`src/rtl/fetch_pc.sv`:
```
// rtl/fetch_pc.sv - RV64 fetch stage: fetch PC, single-outstanding instruction request, decode buffer
module fetch_pc #(
    parameter logic [63:0] RESET_PC = 64'h8000_0000
) (
    input  logic        clk,
    input  logic        reset,
    input  logic        branch_valid,
    input  logic [63:0] branch_target,
    output logic        ireq_valid,
    output logic [63:0] ireq_addr,
    input  logic        iresp_data_ok,
    input  logic [31:0] iresp_data,
    output logic        f_valid,
    input  logic        f_ready,
    output logic [63:0] f_pc,
    output logic [31:0] f_instr,
    output logic        f_misalign
);

    typedef enum logic [1:0] {
        IDLE    = 2'd0,
        REQ     = 2'd1,
        DISCARD = 2'd2,
        HOLD    = 2'd3
    } state_t;

    state_t      state;
    state_t      state_nxt;
    logic [63:0] pc;
    logic [63:0] pc_nxt;
    logic [63:0] pend;
    logic [63:0] pend_nxt;
    logic        f_valid_nxt;
    logic [63:0] f_pc_nxt;
    logic [31:0] f_instr_nxt;
    logic        f_misalign_nxt;
    logic        aligned;

    assign aligned = (pc[1:0] == 2'b00);

    always_ff @(posedge clk or negedge reset) begin
        if (!reset) begin
            state      <= IDLE;
            pc         <= RESET_PC;
            pend       <= '0;
            f_valid    <= 1'b0;
            f_pc       <= '0;
            f_instr    <= '0;
            f_misalign <= 1'b0;
        end else begin
            state      <= state_nxt;
            pc         <= pc_nxt;
            pend       <= pend_nxt;
            f_valid    <= f_valid_nxt;
            f_pc       <= f_pc_nxt;
            f_instr    <= f_instr_nxt;
            f_misalign <= f_misalign_nxt;
        end
    end

    always_comb begin
        state_nxt      = state;
        pc_nxt         = pc;
        pend_nxt       = pend;
        f_valid_nxt    = f_valid;
        f_pc_nxt       = f_pc;
        f_instr_nxt    = f_instr;
        f_misalign_nxt = f_misalign;
        case (state)
            IDLE: begin
                state_nxt = REQ;
                if (branch_valid) begin
                    pc_nxt = branch_target;
                end
            end
            REQ: begin
                if (branch_valid) begin
                    // Nothing outstanding on the bus (completed or never issued): restart cleanly.
                    if (!aligned || iresp_data_ok) begin
                        pc_nxt    = branch_target;
                        state_nxt = IDLE;
                    end else begin
                        pend_nxt  = branch_target;
                        state_nxt = DISCARD;
                    end
                end else if (!aligned) begin
                    f_valid_nxt    = 1'b1;
                    f_pc_nxt       = pc;
                    f_instr_nxt    = '0;
                    f_misalign_nxt = 1'b1;
                    state_nxt      = HOLD;
                end else if (iresp_data_ok) begin
                    f_valid_nxt    = 1'b1;
                    f_pc_nxt       = pc;
                    f_instr_nxt    = iresp_data;
                    f_misalign_nxt = 1'b0;
                    pc_nxt         = pc + 64'd4;
                    state_nxt      = HOLD;
                end
            end
            DISCARD: begin
                if (branch_valid) begin
                    pend_nxt = branch_target;
                end
                if (iresp_data_ok) begin
                    pc_nxt    = branch_valid ? branch_target : pend;
                    state_nxt = IDLE;
                end
            end
            HOLD: begin
                if (branch_valid) begin
                    f_valid_nxt = 1'b0;
                    pc_nxt      = branch_target;
                    state_nxt   = REQ;
                end else if (f_ready) begin
                    f_valid_nxt = 1'b0;
                    state_nxt   = REQ;
                end
            end
            default: begin
                state_nxt = IDLE;
            end
        endcase
    end

    // In DISCARD pc still holds the stale address, so the request stays unchanged until it completes.
    always_comb begin
        ireq_valid = 1'b0;
        ireq_addr  = '0;
        case (state)
            REQ: begin
                if (aligned) begin
                    ireq_valid = 1'b1;
                    ireq_addr  = pc;
                end
            end
            DISCARD: begin
                ireq_valid = 1'b1;
                ireq_addr  = pc;
            end
            default: begin
                ireq_valid = 1'b0;
            end
        endcase
    end

endmodule

```
`config.mk`:
```
export PLATFORM = sky130hd
export DESIGN_NAME = fetch_pc
export DESIGN_NICKNAME = d
export VERILOG_FILES = /design/src/rtl/fetch_pc.sv
export SDC_FILE = /design/constraint.sdc
export NUM_CORES = 1
export LEC_CHECK = 0
export BUFFER_PORTS_ARGS = -buffer_cell sky130_fd_sc_hd__buf_2
export CORE_MARGIN = 2
export CORE_UTILIZATION = 55
export DETAILED_ROUTE_END_ITERATION = 7
export PLACE_DENSITY = 0.9
export SYNTH_ARGS = -nofsm -noshare
export SYNTH_HDL_FRONTEND = slang
export SYNTH_SLANG_ARGS = --single-unit
```
`constraint.sdc`:
```
create_clock -name clk -period 5.6 [get_ports clk]
set_input_delay 1.12 -clock clk [delete_from_list [all_inputs] [get_ports clk]]
set_output_delay 1.12 -clock clk [all_outputs]
set_load 0.02 [all_outputs]
```
==> results.ini, run 1 <==
[route]
drt_pass1_iterations = 6
drc = 0
wl_microns = 36780
routed_via_density = 6.565
avgRoutedWirePerCell_microns = 22.24
drtAntennaViolNets = 0
drtIter0Drc = 1541
vias = 10859

[placed_design]
dp_hpwl_microns = 25350
numPortBuffers = 263
place.gp.congestion = 0.9417
preCtsSetupSlack_ns = 1.686

[sta]
hold_viol = 0
fin_worst_skew_ns = 0.009054
layout_setup_ws_ns = 1.149
fmax_ghz = 0.2247
worst_slew_margin_rel_pct = 22.87
finalCriticalPeriod_ns = 4.451
rsz0062_at_grt = false
setup_viol_count_final = 0
tightest_slew_ns = 1.157
finalSetupTns_ns = 0
fin_crit_sh_pct = 79.48
drv_slew = 0

[critical_path]
setup.worst_path.class = reg2out
crit_path_end_kind = output pin
critPathLaunchType = register
crit_chain = inv_1 > ha_1 > a21oi_1 > nor2_4 > and2_1 > buf_2
reg2reg_slack_ns = 2.29
worst_path_max_delay_cell = nor2_4
worstPathMaxFanout = 55
critical_path_required_ns = 4.48
worst_ep_arrival_time_ns = 3.33
slowest_delay_ns = 0.87

[logic_synthesis]
ys_types = 64
syn_inst = 1156
synth_edf_count = 0
syn_area_sq_um = 12100
ys_seq_area_share_pct = 47.18
synth-seq-cells = 228
synth.avg_cell_area_sq_um = 10.46
synth_fp_nets = 1261
async_flop_share_pct = 100.0
ys.flop_type = dfrtp_1
ys_warn_count = 0

[pwr]
ir_worst_vdd_mv = 0.2965
powerDensity_nw_per_um2 = 607.2
leakage_nw = 6.608

[global_routing]
grt_pass1_vias = 10395
antenna_found_initial = 3
overflow = 0
grt_first_pass_wirelength_microns = 58610
grt_use_total_pct = 31.12
grt_start_max_net_pins = 140

[clock_network]
cts_tree = done
ctsHoldBuffers = 0
clockBufferDepth = 3
htreeDepth = 1
cts.clk_slew.worst_paths_ns = 0.06
cts_buffers = 25
insertion_delay_ns = 0.52
cts_resized = 0
cts-root-buf = clkbuf_16
post_cts_buffers = 0
cts_sinks = 228

[cells_and_area]
multi_input_area_sq_um = 5958
drive_above_1_share_pct = 33.60
nFillCells = 1648
area_delta_synth_final_pct = 18.57
final_nets = 1459
final_common_cell = buf_2
final_cell_mix = 262 x buf_2, 227 x dfrtp_1, 123 x mux2_2, 75 x a22o_1, 73 x nand2_1
seqCellArea_sq_um = 5707

[floorplanning]
dieHeight_microns = 152.3
io_pins = 264
initial_core_util_pct = 55.77
die_area_sq_um = 23190
die_x_microns = 152.3
rows = 54
coreArea_sq_um = 21690

[job]
max_cap_viol_count = 0

[status]
outcome = finished clean

[worst_hold_path]
min_path_type = reg2reg

## cells by family (layout without fill, tap and decap cells)
| group | count (synthesis) | after routing | synth area share (%) |
|---|---|---|---|
| simple gates | 333 | 333 | 14.94 |
| compound gates | 327 | 327 | 20.37 |
| flops | 228 | 228 | 47.18 |
| mux | 142 | 142 | 13.02 |
| buf+inv | 121 | 337 | 4.003 |
| fa+ha+maj | 4 | 4 | 0.4138 |
| xor+xnor | 1 | 1 | 0.07242 |
| other cells | 0 | 2 | 0 |
## report_power, final
| part | internal [mW] | leakage (nW) | switching [mW] |
|---|---|---|---|
| clock network | 0.980 | 0.400 | 0.651 |
| registers | 2.40 | 2.86 | 0.747 |
| logic | 1.57 | 3.35 | 2.36 |
## area by class of cell
type | instances | area share [%]
antenna | 2 | 0.03490
clock buffer | 36 | 4.999
clock inverter | 9 | 0.7241
inverter | 15 | 0.3926
multi-input combinational | 807 | 41.55
sequential | 228 | 39.79
tap | 280 | 2.443
timing repair buffer | 277 | 10.07
## worst max-delay path: cells and delay by family, from the launching register on
family	cells	cell delay [ns]
buffers and inverters	2	0.24
adders and majority gates	1	0.55
AOI/OAI and AO/OA	1	0.46
and+or+nand+nor	2	1.11
DFF	1	0.41
## sequential cells by signal, indices dropped and copies added, names as in the netlist
signal      count
f_misalign      1
state           2
pend           64
f_pc           64
pc             64
f_valid         1
f_instr        32
## cells in the mapped netlist, types with 2 or more instances
library cell | n | share of area [%]
nand4_1 | 34 | 1.8
a31oi_1 | 7 | 0.36
nor4_1 | 11 | 0.57
nor4b_1 | 2 | 0.14
mux2_2 | 123 | 11
a31o_2 | 5 | 0.36
nor3_1 | 27 | 1.1
or3_1 | 19 | 0.98
o22ai_1 | 5 | 0.26
o2bb2ai_1 | 37 | 2.7
and2_1 | 58 | 3.0
inv_1 | 14 | 0.43
buf_2 | 17 | 0.70
dfrtp_1 | 227 | 47
and4_1 | 6 | 0.43
buf_1 | 10 | 0.31
o31ai_1 | 5 | 0.31
o41ai_1 | 6 | 0.43
a21oi_1 | 22 | 0.91
mux2i_1 | 19 | 1.6
o311ai_0 | 5 | 0.36
a22o_1 | 75 | 5.4
a221oi_1 | 10 | 0.72
or2_2 | 2 | 0.10
nor2b_1 | 2 | 0.10
o41a_1 | 2 | 0.19
ha_1 | 4 | 0.41
nand2_1 | 75 | 2.3
a222oi_1 | 3 | 0.25
a21o_1 | 3 | 0.19
o21ai_0 | 53 | 2.2
nand2b_1 | 3 | 0.16
nor2_1 | 38 | 1.2
clkbuf_1 | 77 | 2.4
a22oi_1 | 49 | 3.0
and3_1 | 16 | 0.83
nand3_1 | 28 | 1.2
o211ai_1 | 22 | 1.4
nand4b_1 | 5 | 0.36
o31a_1 | 6 | 0.43
## routing by layer
| layer | vias up | GRT usage [%] | part of all wire [%] |
|---|---|---|---|
| met5 | - | 0 | 0.035 |
| met1 | 5257 | 44.42 | 41 |
| met2 | 710 | 48.67 | 46 |
| met4 | 2 | 8.144 | 2.3 |
| li1 | 4806 | - | - |
| met3 | 84 | 6.712 | 11 |
## worst paths after layout
| check | from | end | depth (start not counted) |
|---|---|---|---|
| worst min-delay path | f_pc[6] | f_pc[6] | 2 |
| worst min register to register | f_pc[6] | f_pc[6] | 2 |
| worst max-delay path | state[1] | ireq_addr[44] | 6 |
| min in group asynchronous | reset | pend[25] | 1 |
| worst max register to register | state[0] | pc[56] | 7 |
| max in group asynchronous | reset | f_instr[25] | 2 |
## stage by stage
stage	power, mW	area (sq um)	utilization, %	cells	hold WS, ns
global placement	6.831	13520	62.32	1607	0.4582
finish	8.708	14340	66.12	1654	0.4767
detailed placement	7.017	13520	62.32	1607	0.4659
CTS	8.674	14340	66.10	1652	0.4792
global route	9.194	14340	66.11	1653	0.5042
floorplan	5.672	12100	-	1156	0.4754
No activity file was read; power rests on OpenSTA's default activity.
==> run 2, diff against run 1 <==
--- a/config.mk
+++ b/config.mk
@@ -7,9 +7,9 @@
 export LEC_CHECK = 0
 export BUFFER_PORTS_ARGS = -buffer_cell sky130_fd_sc_hd__buf_2
 export CORE_MARGIN = 2
-export CORE_UTILIZATION = 55
+export CORE_UTILIZATION = 50
 export DETAILED_ROUTE_END_ITERATION = 7
-export PLACE_DENSITY = 0.9
+export PLACE_DENSITY = 0.86
 export SYNTH_ARGS = -nofsm -noshare
 export SYNTH_HDL_FRONTEND = slang
 export SYNTH_SLANG_ARGS = --single-unit
==> constraint.sdc (replaced) <==
create_clock -name clk -period 3.7 [get_ports clk]
set_input_delay 0.74 -clock clk [delete_from_list [all_inputs] [get_ports clk]]
set_output_delay 0.74 -clock clk [all_outputs]
set_load 0.02 [all_outputs]
==> results.ini, run 2 (synthesis results as in run 1) <==
[sta]
worst_slew_margin_rel_pct = 24.71  ; +1.8 points
setup_viol_count_final = 0  ; unchanged
rsz0062_at_grt = false
fin_worst_skew_ns = 0.01092  ; +0.001866 ns
finalCriticalPeriod_ns = 3.465
finalSetupTns_ns = 0  ; unchanged
hold_viol = 0  ; unchanged
fmax_ghz = 0.2886
drv_slew = 0  ; unchanged
tightest_slew_ns = 1.129  ; -0.02753 ns
fin_crit_sh_pct = 93.65

[critical_path]
worstPathMaxFanout = 36  ; -35%
critPathLaunchType = register
r2r-end = pend[60]
crit_family = compound AO/OA/AOI/OAI gates
worst_r2r_startpoint = state[0]
crit_buf_inv = 3  ; +1
slowest_delay_ns = 0.87  ; about the same
critical_path_required_ns = 2.96  ; -1.52 ns
worst_ep_arrival_time_ns = 2.73  ; -0.60 ns
reg2reg_slack_ns = 0.70  ; -1.59 ns
crit_chain = inv_1 > ha_1 > a21oi_1 > nor2_4 > buf_4 > and2_1 > buf_2
worst_path_max_delay_cell = a21oi_1
crit_path_end_kind = output pin
setup.worst_path.class = reg2out
r2r_cells = 9  ; +2

[clock_network]
htreeDepth = 1  ; unchanged
ctsHoldBuffers = 0  ; unchanged
cts_sinks = 228  ; unchanged
cts.clk_slew.worst_paths_ns = 0.06  ; about the same
cts_buffers = 25  ; unchanged
clockBufferDepth = 3  ; unchanged
cts_tree = done
insertion_delay_ns = 0.52  ; about the same
cts_resized = 0  ; unchanged
cts-root-buf = clkbuf_16
post_cts_buffers = 0  ; unchanged

[floorplanning]
io_pins = 264  ; unchanged
rows = 56  ; +3.7%
initial_core_util_pct = 51.22  ; -4.5 points
die_x_microns = 159.5  ; +4.8%
die_area_sq_um = 25450  ; +9.7%
coreArea_sq_um = 23610  ; +8.9%
dieHeight_microns = 159.5  ; +4.8%

[pwr]
powerDensity_nw_per_um2 = 920.3  ; +52%
ir_worst_vdd_mv = 0.5195  ; +75%
leakage_nw = 6.686  ; +1.2%

[cells_and_area]
final_cell_area_sq_um = 14530  ; +1.3%
final_common_cell = buf_2
area_delta_synth_final_pct = 20.11
final_nets = 1471  ; +0.82%
drive_above_1_share_pct = 33.96  ; +0.36 points
nFillCells = 1918  ; +16%
finalCoreUtilization_pct = 61.53  ; -4.6 points
final_cell_mix = 262 x buf_2, 227 x dfrtp_1, 123 x mux2_2, 75 x a22o_1, 73 x nand2_1
reg_top3 = f_pc: 64 flops, pc: 64 flops, pend: 64 flops

[route]
routed_via_density = 6.465  ; -1.5%
drt_pass1_iterations = 6  ; unchanged
wl_microns = 38340  ; +4.2%
drc = 0  ; unchanged
avgRoutedWirePerCell_microns = 22.50  ; +1.2%
drtIter0Drc = 1653  ; +7.3%
drtAntennaViolNets = 0  ; unchanged
vias = 11017  ; +1.5%

[status]
outcome = finished clean

[global_routing]
grt_start_max_net_pins = 92  ; -34%
grt_pass1_vias = 10342  ; -0.51%
grt_first_pass_wirelength_microns = 60040  ; +2.4%
antenna_found_initial = 5  ; +2
grt_use_total_pct = 29.42  ; -1.7 points
overflow = 0  ; unchanged

[worst_hold_path]
min_path_type = in2async

[placed_design]
numPortBuffers = 263  ; unchanged
place.gp.congestion = 0.9362  ; -0.58%
dpl_cell_area_sq_um = 13700  ; +1.4%
dp_hpwl_microns = 26790  ; +5.7%

[job]
max_cap_viol_count = 0  ; unchanged

-- run 2: changes by cell type in the layout (fill, tap and decap cells not counted), sizes merged --
cell,delta
inv,-1
buf,+12
clkinv,-2
clkinvlp,-2
clkbuf,+5
diode,-1
-- run 2: layout make-up --
class | instances | area (sq um) | area share, %
multi-input combinational | 807 | 5953 | 40.98
sequential | 228 | 5707 | 39.28
timing repair buffer | 289 | 1584 | 10.90
clock buffer | 41 | 755.7 | 5.202
tap | 319 | 399.1 | 2.747
clock inverter | 4 | 70.07 | 0.4823
inverter | 15 | 56.30 | 0.3876
antenna | 1 | 2.502 | 0.01723
-- run 2: through the flow --
step	instances	setup slack, ns	hold slack, ns	total power, mW
floorplan	1156	1.042	0.4444	8.585
global placement	1658	0.8065	0.4605	10.51
detailed placement	1658	0.7722	0.4655	10.76
CTS	1703	0.2717	0.2805	13.31
global route	1703	0.1295	0.3014	14.10
finish	1704	0.2349	0.2473	13.37
-- run 2: worst max path at each step --
stage	startpoint	endpoint	slack, ns	cells after the start
3_3_place_gp	branch_valid	pc[39]	0.81	7
4_1_cts	state[0]	ireq_addr[5]	0.27	7
6_report	state[0]	ireq_addr[5]	0.23	7
5_1_grt	state[1]	ireq_addr[29]	0.13	7
2_1_floorplan	state[1]	ireq_addr[32]	1.04	7
3_5_place_dp	branch_valid	pc[48]	0.77	7
-- run 2: worst register-to-register path, cell delays in order, from the launching register on --
cell and delay [ns]:
dfrtp_1 0.41, inv_1 0.10, ha_1 0.20, buf_4 0.40, clkinv_1 0.19, buf_4 0.29, o21ai_0 0.25, nand2_2 0.36
buf_12 0.35, mux2_2 0.34
-- run 2: power breakdown --
group          switching, mW  internal (mW)
registers               1.14           3.63
clock network          0.993           1.52
logic                   3.60           2.49
-- run 2: metal layers --
| layer | part of all wire [%] | vias up | GRT usage, % | wire [microns] |
|---|---|---|---|---|
| li1 | - | 4832 | - | - |
| met1 | 41 | 5414 | 42.09 | 15890 |
| met2 | 45 | 685 | 45.59 | 17340 |
| met3 | 11 | 80 | 7.502 | 4298 |
| met4 | 2.0 | 6 | 5.826 | 780 |
| met5 | 0.094 | - | 0 | 36 |
